<file path="src/rtl/clear_pkg.sv">
// Shared types and default dimensions for the raster clear sequencer.
package clear_pkg;

  typedef enum logic [1:0] {
    IDLE = 2'd0,
    SCAN = 2'd1,
    DONE = 2'd2
  } clear_state_e;

  localparam int CLEAR_X_MAX_DEF = 160;
  localparam int CLEAR_Y_MAX_DEF = 120;
  localparam int CLEAR_CNT_W     = 8;

endpackage

</file>
<file path="src/rtl/clear.sv">
// Raster clear sequencer: walks every (X,Y) pixel once per pass, then flags finished.
//  state | meaning
//  IDLE  | counters parked at (0,0), waiting for enable
//  SCAN  | counters advance one pixel per clock in raster order
//  DONE  | pass complete, finished held until enable drops
module clear
  import clear_pkg::*;
#(
  parameter int X_MAX = CLEAR_X_MAX_DEF,
  parameter int Y_MAX = CLEAR_Y_MAX_DEF
) (
  input  logic                   clk,
  input  logic                   reset,
  input  logic                   enable,
  output logic [CLEAR_CNT_W-1:0] CounterX,
  output logic [CLEAR_CNT_W-1:0] CounterY,
  output logic                   finished
);

  localparam logic [CLEAR_CNT_W-1:0] X_LAST = CLEAR_CNT_W'(X_MAX - 1);
  localparam logic [CLEAR_CNT_W-1:0] Y_LAST = CLEAR_CNT_W'(Y_MAX - 1);

  clear_state_e           state_q;
  logic [CLEAR_CNT_W-1:0] x_q;
  logic [CLEAR_CNT_W-1:0] y_q;
  logic                   finished_q;

  always_ff @(posedge clk or negedge reset) begin
    if (!reset) begin
      state_q    <= IDLE;
      x_q        <= '0;
      y_q        <= '0;
      finished_q <= 1'b0;
    end else if (!enable) begin
      // dropping enable aborts any pass; nothing is remembered for a resume
      state_q    <= IDLE;
      x_q        <= '0;
      y_q        <= '0;
      finished_q <= 1'b0;
    end else begin
      case (state_q)
        IDLE: begin
          state_q    <= SCAN;
          x_q        <= '0;
          y_q        <= '0;
          finished_q <= 1'b0;
        end
        SCAN: begin
          if (x_q == X_LAST) begin
            x_q <= '0;
            if (y_q == Y_LAST) begin
              state_q    <= DONE;
              y_q        <= '0;
              finished_q <= 1'b1;
            end else begin
              y_q <= y_q + 1'b1;
            end
          end else begin
            x_q <= x_q + 1'b1;
          end
        end
        DONE: begin
          state_q    <= DONE;
          x_q        <= '0;
          y_q        <= '0;
          finished_q <= 1'b1;
        end
        default: begin
          state_q    <= IDLE;
          x_q        <= '0;
          y_q        <= '0;
          finished_q <= 1'b0;
        end
      endcase
    end
  end

  assign CounterX = x_q;
  assign CounterY = y_q;
  assign finished = finished_q;

endmodule

</file>
<file path="config.mk">
export PLATFORM = sky130hd
export DESIGN_NAME = clear
export DESIGN_NICKNAME = d
export VERILOG_FILES = /design/src/rtl/clear_pkg.sv /design/src/rtl/clear.sv
export SDC_FILE = /design/constraint.sdc
export NUM_CORES = 1
export LEC_CHECK = 0
export BUFFER_PORTS_ARGS = -buffer_cell sky130_fd_sc_hd__buf_2
export CORE_MARGIN = 4
export CORE_UTILIZATION = 35
export CTS_BUF_LIST = sky130_fd_sc_hd__clkbuf_4
export DETAILED_ROUTE_END_ITERATION = 10
export PLACE_DENSITY = 0.53
export SKIP_LAST_GASP = 1
export SYNTH_ARGS = -nofsm -noshare
export SYNTH_HDL_FRONTEND = slang
export SYNTH_SLANG_ARGS = --single-unit
</file>
<file path="constraint.sdc">
create_clock -name clk -period 5.35 [get_ports clk]
set_clock_uncertainty 0.2 [all_clocks]
set_input_delay 0.8025 -clock clk [delete_from_list [all_inputs] [get_ports clk]]
set_output_delay 0.8025 -clock clk [all_outputs]
set_load 0.03 [all_outputs]
</file>
==> flow_results.org, run 1 <==
** Floorplan
- After floorplanning, the core was divided into 18 placement rows.
- Die X-Extent :: 59.6 microns
- Top-Level Pins :: 20
- Starting utilization of the core area :: 0.373
- Overall die area :: 3560 sq um
- Die extent in y :: 59.6 microns
- The core region is ~2500 sq um.

** Detailed routing
- First-iteration detailed-routing DRC count :: 10
- First-pass detailed-route iteration total :: 4
- Vias after detailed routing :: 731
- DRC violation count after routing :: 0
- After detailed routing, the average wire length per cell comes to 13.5 microns.
- The detail route stage leaves a number of antenna-violating nets equal to 0.
- Number of vias per cell after detailed routing :: 5.04
- Detailed-route wire length :: 1.96 mm

** Place
- Once placement finished, the instance area stood at 1050 sq um.
- Input and output buffers added on the ports amount to 19.
- Detailed placement HPWL :: 1.45 mm
- Global placer's final weighted congestion :: 0.795

** Synthesis
- For this run, the register share of the synthesized area comes to 0.483.
- Synthesized netlist cell count :: 94
- In this run the mean area of a mapped cell was a little under 10 sq um.
- After synthesis the netlist holds a flip-flop and latch count of 18.
- Synthesis produced a netlist with a net count of 101.
- Yosys mapped the design onto 25 distinct sky130hd cell types.
- Synth Cell Area :: ~930 sq um
- For this run, the number of Yosys warnings is 0.

** STA
- Setup repair after global routing left no endpoint under its margin.
- The number of slew-limit violations in the final report is 0.
- Upper clock frequency limit :: 478 MHz
- Setup Total Neg Slack :: 0 ns
- The number of hold violations in the final report is 0.
- Worst slew margin :: 0.663
- Final worst path period share :: 0.391
- Min cycle time layout :: 2.09 ns
- Final setup fails :: 0
- At the pin with the least slew margin, the transition time is 0.499 ns.

** Clock network
- Post-CTS repair changed the size of 0 cells.
- Clock edge transition at the registers on the reported setup and hold paths :: 0.10 ns
- The clock passes through at most 2 buffers.
- Post-cts hold buffer count :: 0
- Root buffer selected by CTS :: clkbuf_4
- For the worst-skew pair, the clock arrives at the later sink with an insertion delay of 0.29 ns.
- In this run the number of H-tree levels came out at 1.
- # Post-CTS Setup Buffers :: 0
- Clock tree from TritonCTS :: done
- Total CTS buffers :: 3
- The clock drives 18 sinks.

** Layout
- Fraction of final layout cells with drive strength greater than 1 :: 0.217
- Fill count :: 248
- Antenna fix cells :: 0
- Core Util, Final :: 0.432
- In the layout the commonest cells are 19 x buf_2, 18 x dfrtp_1, 9 x nand2_1, 9 x nor2_1.
- The library cell used most frequently in the layout, excluding fill and tap cells, is buf_2.
- After routing the design area is between 1000 and 1500 sq um.
- Area Growth Syn to Fin :: 15.7%
- NumNets Final :: 123

** Setup path
- Worst Setup Start Kind :: register
- Data required time of the worst path :: 5.37 ns
- The endpoint identified for the worst register-to-register timing path is CounterY[5].
- Crit Path Max Fanout :: 10
- For the worst flop-to-flop path, the logic depth is 5.
- Critical path capture point type :: register
- Start of the worst register-to-register path :: CounterX[0]
- The critical path goes through ha_1 > and4_1 > a21oi_4 > or4_1 > a21oi_1.
- In this run the worst setup path begins at CounterX[0].
- The worst setup path is of the reg2reg kind.
- The largest single stage delay on the critical path is 0.51 ns.
- For flop-to-flop paths, the worst setup slack is 3.26 ns.
- CP Capture Point :: CounterY[5]
- The slowest stage of the critical path is the or4_1 cell.
- Data arrival time of the critical path :: approximately 2.1 ns

** GRT
- After global routing the overflow that remains totals 0.
- Overall Global Routing Usage :: 0.127
- Vias in the first global route :: ~740
- First-pass GRT wire length :: around 3.4 mm
- Largest net degree at the start of global routing :: 19
- The initial antenna violation count was 0.

** Power
- VDD sags by at most 0.211 mV.
- Areal power density over the cells :: about 270 nW/um^2
- In this run the static leakage power is 0.000506 uW.

** Worst hold path
- Worst hold path type :: in2async

** Outcome
- The run finished with clean final reports.

** Flow run
- The tool flagged a number of max-cap violations equal to 0.
-- cell usage after synthesis --
master,n,area (sq um)
ha_1,4,50.1
a21oi_1,7,35.0
nor3b_4,1,18.8
buf_4,1,7.51
a41o_1,1,10.0
xnor2_1,1,8.76
or3b_2,1,8.76
inv_1,2,7.51
nand2_1,9,33.8
o31ai_1,1,7.51
and4_1,1,8.76
nand3_1,7,35.0
buf_2,1,5.00
nor4bb_1,1,10.0
a21oi_4,1,16.3
and3_1,4,25.0
dfrtp_1,18,450
and2_1,2,12.5
xor2_1,6,52.6
or4_1,1,7.51
o21ai_0,6,30.0
nor2_1,9,33.8
nand4_1,4,25.0
a2111oi_0,1,8.76
or3_1,4,25.0
-- flip-flops by register name, summed over array words and instances (netlist names) --
register  cells
state_q       2
CounterY      8
CounterX      8
-- critical path, delay by kind of cell, from the launching register on --
family | cells | cell delay (ns)
simple gates | 2 | 0.88
flops | 1 | 0.41
compound gates | 2 | 0.28
fa+ha+maj | 1 | 0.24
-- metal layers --
metal | share of wire | up-vias | track usage
li1 | - | 380 | -
met1 | 0.48 | 336 | 0.176
met2 | 0.46 | 13 | 0.191
met3 | 0.047 | 2 | 0.0479
met4 | 0.0077 | 0 | 0.0190
met5 | 0 | - | 0
-- cell type report --
class                      instances  area (sq um)  area share
sequential                        18           450       0.417
inverter                           2          7.51     0.00695
tap                               30          37.5      0.0348
multi-input combinational         72           463       0.429
clock inverter                     1          3.75     0.00348
clock buffer                       3          22.5      0.0209
timing repair buffer              19          95.1      0.0881
-- where the power goes --
part           switching (uW)  total [uW]  internal, uW  leakage, uW
combinational            50.6        71.1          20.5     0.000241
sequential               6.87         152           146     0.000249
clock                    39.5        66.6          27.2    0.0000154
total                    97.0         290           193     0.000506
-- per-stage QoR --
step	instances	total power [uW]	worst slack [ns]	hold slack [ns]
2_1_floorplan	94	205	3.25	0.307
3_3_place_gp	141	224	3.16	0.296
3_5_place_dp	141	226	3.10	0.297
4_1_cts	145	294	3.25	0.230
5_1_grt	145	310	3.13	0.244
6_report	145	290	3.26	0.215
-- worst min-delay path by stage --
stage	endpoint	slack, ns	depth (start not counted)
after floorplan	CounterX[0]	0.31	0
after global placement	CounterX[0]	0.30	1
after detailed placement	CounterX[0]	0.30	1
after CTS	CounterX[5]	0.23	1
after global routing	CounterX[5]	0.24	1
final	CounterX[5]	0.22	1
-- logic make-up after synthesis --
logic type                 Yosys count  synth area share
adders and majority gates            4            0.0536
DFF                                 18             0.483
buffers and inverters                4            0.0214
and+or+nand+nor                     44             0.261
AOI/OAI and AO/OA                   17             0.115
xor gates and xnor gates             7            0.0657
Note: power is estimated with default switching activity, not from simulation.
==> run 2: changes to the inputs <==
- PLACE_DENSITY: 0.53 -> 0.55
- clock period: 5.35 -> 1.7 ns (I/O delays scaled with it)
==> run 2 against run 1 <==
Combinational power rose to 5.0 times the previous value. Highest routed layer unchanged. Global-route usage is 0.32 points higher. Routed wire length up 10%. Largest cell class unchanged. Via count grew 15%. Utilization is 11 points higher. Worst setup slack lost 3.2 ns. Non-clock buffer count is 22 higher. Critical endpoint is now CounterY[0]. Sequential power increased to 3.2 times the previous value. Maximum frequency rose by 24%. First-iteration DRC count decreased by 20%.
==> flow_results.org, run 2 (synthesized netlist as in run 1, its figures left out) <==
** Outcome
- The run finished with clean final reports.

** Clock network
- Clock Tree Buf Depth :: 2 (unchanged)
- The tree is rooted in a clkbuf_4.
- Total CTS buffers :: 3 (unchanged)
- TritonCTS built the clock tree.
- The clock slew seen by the registers of the worst setup and hold paths came to 0.11 ns (about the same).
- The clock latency reported for the late side of the worst-skew pair was 0.29 ns (about the same).
- The count of clock tree sinks is 18 (unchanged).
- H-tree levels :: 1 (unchanged)

** Layout
- The multi-input combinational cell area came to 532 sq um (+15%).
- The fill cell instance count of the final layout was 231 (-6.9%).
- Antenna fix cells :: 0 (unchanged)
- Leaving out fill and tap cells, the most frequent cell in the layout is buf_2.
- The number of nets in the final layout was 146 (+19%).
- The layout cell share with drive strength beyond 1 is 0.457 (+0.239).
- Area used by sequential logic in the layout :: 458 sq um (+1.7%)
- Commonest cells after routing, fill and taps aside :: 19 x buf_2, 18 x buf_4, 12 x dfrtp_1
- Area Growth Syn to Fin :: 44.0%
- Non-Filler Cell Area, Final :: 1340 sq um (+24%)

** STA
- The maximum operating frequency was 594 MHz (+24%).
- Setup Total Neg Slack :: 0 ns (unchanged)
- The slew at the pin with the worst max-slew slack is 0.405 ns (-0.0933 ns).
- Worst slew margin :: 0.730 (+0.0667)
- The final setup slack of the worst path is 0.0158 ns (-3.24 ns).
- Final setup fails :: 0 (unchanged)
- Unrepaired setup endpoints after global routing :: yes
- Final Hold Fails :: 0 (unchanged)
- Final worst path period share :: 0.991 (+0.600)
- The post-route minimum period is 1.68 ns (-0.406 ns).
- Max Slew Vio Count :: 0 (unchanged)

** Detailed routing
- The via count of the routed design came to 844 (+15%).
- The number of remaining DRC errors is 0 (unchanged).
- The via-per-instance ratio is 5.02 (-0.35%).
- Antenna-violating nets left :: 0 (unchanged)
- The detailed-route wire length is 2.16 mm (+10%).
- WL/cell :: 12.8 microns (-4.9%)
- First-iteration detailed-routing DRC count :: 8 (-2)
- The number of detailed-route iterations in the first pass was 3 (-1).

** Setup path
- Critical path capture point type :: register
- Among cell families on the critical path, the largest total delay comes from simple AND/OR/NAND/NOR gates.
- The worst setup path is of the reg2reg kind.
- The endpoint arrival time on the critical path is 1.71 ns (-0.40 ns).
- Max stage delay on crit path :: 0.48 ns (-0.03 ns)
- The worst setup path is launched from a register.
- Sum of buffers and inverters on the critical path :: 0 (unchanged)
- Start of the worst register-to-register path :: CounterX[5]
- Walking the worst path, the cells encountered are or3b_2 > a2111oi_1 > a21oi_1 > nor2_1.
- Crit Path Max Fanout :: 4 (-6)
- Data required time of the worst path :: 1.72 ns (-3.65 ns)
- The slowest stage of the critical path belongs to the cell or3b_2.
- Startpoint of the most critical setup path :: CounterX[5]

** GRT
- The total overflow reported by the global router is 0 (unchanged).
- Vias in the first global route :: 787 (+6.9%)
- Initial antenna violation count :: 0 (unchanged)
- The total global routing track utilization is 0.130 (+0.00321).
- Largest net degree at the start of global routing :: 19 (unchanged)
- The wire length of the first global-routing pass is 3.43 mm (+1.2%).

** Floorplan
- The number of ports placed on the die boundary is 20 (unchanged).
- The area of the die was 3560 sq um (unchanged).
- The horizontal die dimension came to 59.6 microns (unchanged).
- Core area :: 2500 sq um (unchanged)
- The starting utilization of the core area is 0.373 (unchanged).
- The die outline height is 59.6 microns (unchanged).
- Placement Rows :: 18 (unchanged)

** Place
- Setup WS pre-CTS :: -0.0357 ns (-3.13 ns)
- The total of buffers placed on input and output ports is 19 (unchanged).
- The cell area after placement was 1230 sq um (+17%).
- The final RePlAce weighted congestion is 0.814 (+2.4%).
- Detailed placement HPWL :: 1.64 mm (+13%)

** Worst hold path
- Startpoint of the lowest-slack hold path :: enable
- Worst hold path type :: in2reg

** Power
- The total power after layout was 1060 uW (+260%).
- Leakage power of the design :: 0.000614 uW (+21%)
- Maximum resistive drop on vdd :: 0.595 mV (+180%)
- The power density normalized to cell area is 787 nW/um^2 (+190%).

** Flow run
- Count of maximum capacitance violations :: 0 (unchanged)
-- run 2: cell types whose count changed in the layout (fill, tap and decap cells not counted), moves of 2 or more --
cell	change
buf_4	+18
dfrtp_1	-6
dfrtp_2	+6
ha_1	-3
buf_6	+2
ha_2	+2
nand3_1	-2
nand3_2	+2
o21ai_0	-2
-- run 2: stage by stage --
stage               hold WS (ns)  utilization  instances
floorplan                 -0.241            -         94
CTS                       0.0387        0.510        164
detailed placement        0.0105        0.493        159
global placement          0.0124        0.493        159
global route              0.0429        0.538        168
finish                    0.0562        0.538        168
-- run 2: final timing paths --
path	end	slack [ns]	depth (start not counted)
setup / recovery	CounterY[0]	0.02	4
hold / removal	state_q[1]	0.06	3
setup reg to reg	CounterY[0]	0.02	4
hold reg to reg	state_q[1]	0.36	2
max in group asynchronous	state_q[1]	0.77	2
min in group asynchronous	CounterX[6]	0.21	2
-- run 2: final cells by class --
cell class,count,share of cell area
repair buffers,41,0.210
clock buffers,3,0.0168
multi-input cells,73,0.396
well taps,30,0.0279
clock inverters,1,0.00279
inverters,2,0.00559
flip-flops and latches,18,0.341
-- run 2: metal layers --
metal | part of all wire | global-route usage | vias up
met1 | 0.45 | 0.173 | 400
li1 | - | - | 431
met4 | 0.0060 | 0.0570 | 0
met2 | 0.51 | 0.208 | 11
met5 | 0 | 0 | -
met3 | 0.035 | 0.0196 | 2
-- run 2: worst reg2reg max path: cells and delay by family, from the launching register on --
kind,cells,cell delay (ns)
flops,1,0.45
simple gates,2,0.59
compound gates,2,0.37
-- run 2: power by group --
part,internal [uW],switching [uW]
Clock,85.3,131
Combinational,155,204
Sequential,462,20.3
Total,702,355
-- run 2: repair_timing --
item / 4_1_cts / 5_1_grt
setup buffers: 0 / 3
cloned: 0 / 1
endpoints found under the hold margin: 18 / 0
endpoints found under the setup margin: 4 / 8
resized for setup: 3 / 8
hold buffers: 1 / 0
pin swaps: 1 / 6
==> run 3: changes to the inputs <==
- SETUP_SLACK_MARGIN: default -> 0.15
- SLEW_MARGIN: default -> 20
==> run 3 against run 2 <==
Sequential share of layout area is 3.5 points lower. Clock power increased by 3%. Critical path depth rose by 1. Combinational power rose by 27%. Die area unchanged. Cell count rose by 4.8%. Via count grew 8.4%.
==> flow_results.org, run 3 (synthesized netlist as in run 1, its figures left out) <==
** Floorplan
- Die extent in y :: 59.6 microns (unchanged)
- Core area :: 2500 sq um (unchanged)
- Starting utilization of the core area :: 0.373 (unchanged)
- The horizontal die dimension was 59.6 microns (unchanged).
- The count of standard-cell rows is 18 (unchanged).
- The number of ports placed on the die boundary was 20 (unchanged).
- Overall die area :: 3560 sq um (unchanged)

** STA
- The sum of negative setup slack was 0 ns (unchanged).
- The relative max-transition margin was 0.728 (-0.00161).
- The maximum operating frequency is 600 MHz (+0.99%).
- The slew at the pin with the worst max-slew slack is 0.408 ns (+0.00242 ns).
- The share of the clock period used by the worst path is 0.981 (-0.00974).
- Worst hold-check slack :: 0.0651 ns (+0.00884 ns)
- The final-report setup violation count is 0 (unchanged).
- The post-route minimum period came to 1.67 ns (-0.0166 ns).
- The number of hold violations in the final report was 0 (unchanged).
- Max Slew Vio Count :: 0 (unchanged)
- Unrepaired setup endpoints after global routing :: yes

** Detailed routing
- Antenna-violating nets left :: 0 (unchanged)
- The via-per-instance ratio is 5.20 (+3.5%).
- Detailed-route wire length :: 2.53 mm (+17%)
- The number of DRC markers after the initial detailed-route iteration was 29 (+21).
- WL/cell :: 14.4 microns (+12%)
- The via count of the routed design came to 915 (+8.4%).
- The number of remaining DRC errors was 0 (unchanged).
- First-pass detailed-route iteration total :: 4 (+1)

** Setup path
- Top cell family by delay on the critical path :: simple AND/OR/NAND/NOR gates
- Sum of buffers and inverters on the critical path :: 0 (unchanged)
- Max stage delay on crit path :: 0.42 ns (-0.06 ns)
- Critical path capture point type :: register
- The critical path in this run is classified as reg2reg.
- Data required time of the worst path :: 1.73 ns (about the same)
- STA classifies the critical path startpoint as a register.
- The critical path goes through ha_4 > and4_4 > a21oi_4 > or4_4 > a21oi_2.
- Data arrival time of the critical path :: 1.70 ns (about the same)
- Crit Path Max Fanout :: 5 (+1)
- Critical-path cell with the highest stage delay :: or4_4

** GRT
- Grt ovf :: 0 (unchanged)
- Initial antenna violation count :: 0 (unchanged)
- Largest net degree at the start of global routing :: 19 (unchanged)
- The total global routing track utilization is 0.150 (+0.0197).
- Vias in the first global route :: 892 (+13%)
- The wire length of the first global-routing pass came to 4.00 mm (+17%).

** Layout
- Most common cell after layout, fill and taps aside :: buf_4
- The number of antenna diodes is 0 (unchanged).
- Fill count :: 218 (-5.6%)
- Fraction of final layout cells with drive strength greater than 1 :: 0.589 (+0.133)
- The fraction of the core area covered by cells at the end of the flow was 0.602 (+0.0641).
- In the layout the commonest cells are 24 x buf_4, 17 x buf_2, 10 x dfrtp_1.
- NumNets Final :: 154 (+5.5%)
- Area Growth Syn to Fin :: 61.1%
- Post-layout instance count excluding filler cells :: 176 (+4.8%)

** Outcome
- Status :: finished, final reports clean

** Power
- Leakage power of the design :: 0.000669 uW (+9.0%)
- The worst IR drop on VDD came to 0.827 mV (+39%).
- Areal power density over the cells :: 774 nW/um^2 (-1.7%)

** Place
- Detailed placement HPWL :: 1.65 mm (+0.15%)
- Number of input and output port buffers inserted :: 19 (unchanged)
- Placed instance count :: 160 (+0.63%)
- The final RePlAce weighted congestion came to 0.839 (+3.1%).

** Clock network
- Clock Tree Buf Depth :: 2 (unchanged)
- Root buffer selected by CTS :: clkbuf_4
- Clock edge transition at the registers on the reported setup and hold paths :: 0.11 ns (about the same)
- The count of clock tree sinks was 18 (unchanged).
- The total CTS buffers is 3 (unchanged).
- The clock latency reported for the late side of the worst-skew pair is 0.29 ns (about the same).
- Clock tree from TritonCTS :: done
- The maximum level of the CTS H-tree came to 1 (unchanged).

** Flow run
- The max-cap violation count is 0 (unchanged).

** Worst hold path
- In this run the worst hold path is classified as in2reg.
-- run 3: changes by cell type in the layout (fill, tap and decap cells not counted), sizes merged --
cell,previous run,this run
buf,40,47
clkbuf,3,4
-- run 3: tightest hold or removal path, stage by stage --
cell and delay (ns):
buf_2 0.15, nand3_2 0.09, o21ai_2 0.04
-- run 3: area by class of cell --
cell class	count	area, sq um	area share
Clock buffer	3	22.5	0.0150
Timing Repair Buffer	49	359	0.239
Multi-Input combinational cell	73	613	0.408
Inverter	2	7.51	0.00499
Sequential cell	18	460	0.306
Clock inverter	1	3.75	0.00250
Tap cell	30	37.5	0.0250
-- run 3: repair_timing --
item / in CTS / in global routing
resized for setup: 17 / 16
endpoints found under the setup margin: 15 / 17
setup buffers: 3 / 6
hold buffers: 1 / 0
gates cloned: 2 / 0
endpoints found under the hold margin: 18 / 0
pin swaps: 7 / 8
-- run 3: per-layer routing --
| layer | global-route usage | vias up | wire length [microns] |
|---|---|---|---|
| met5 | 0 | - | 0 |
| met4 | 0.0348 | 0 | 40 |
| met3 | 0.0392 | 4 | 111 |
| met2 | 0.248 | 20 | 1190 |
| met1 | 0.194 | 442 | 1200 |
| li1 | - | 449 | - |
-- run 3: worst paths after layout --
path	cells after the start	slack [ns]	startpoint	to
min	3	0.07	enable	state_q[1]
max in group asynchronous	2	0.78	reset	CounterY[1]
max	5	0.03	CounterX[1]	CounterY[5]
min reg2reg	2	0.37	CounterY[6]	CounterY[6]
min in group asynchronous	2	0.21	reset	CounterX[3]
max reg2reg	5	0.03	CounterX[1]	CounterY[5]
-- run 3: power breakdown --
group	switching [uW]	internal [uW]	total (uW)	leakage, uW
logic	246	208	455	0.000418
registers	24.5	462	486	0.000236
clock network	138	85.4	223	0.0000154
total	408	755	1160	0.000669
-- run 3: stage by stage --
stage / setup WS [ns] / area [sq um] / power (uW)
3_5_place_dp: -0.0236 / 1270 / 819
2_1_floorplan: -0.118 / 1020 / 691
4_1_cts: 0.0265 / 1390 / 1090
5_1_grt: -0.0301 / 1500 / 1230
3_3_place_gp: 0.0351 / 1270 / 811
6_report: 0.0323 / 1500 / 1160
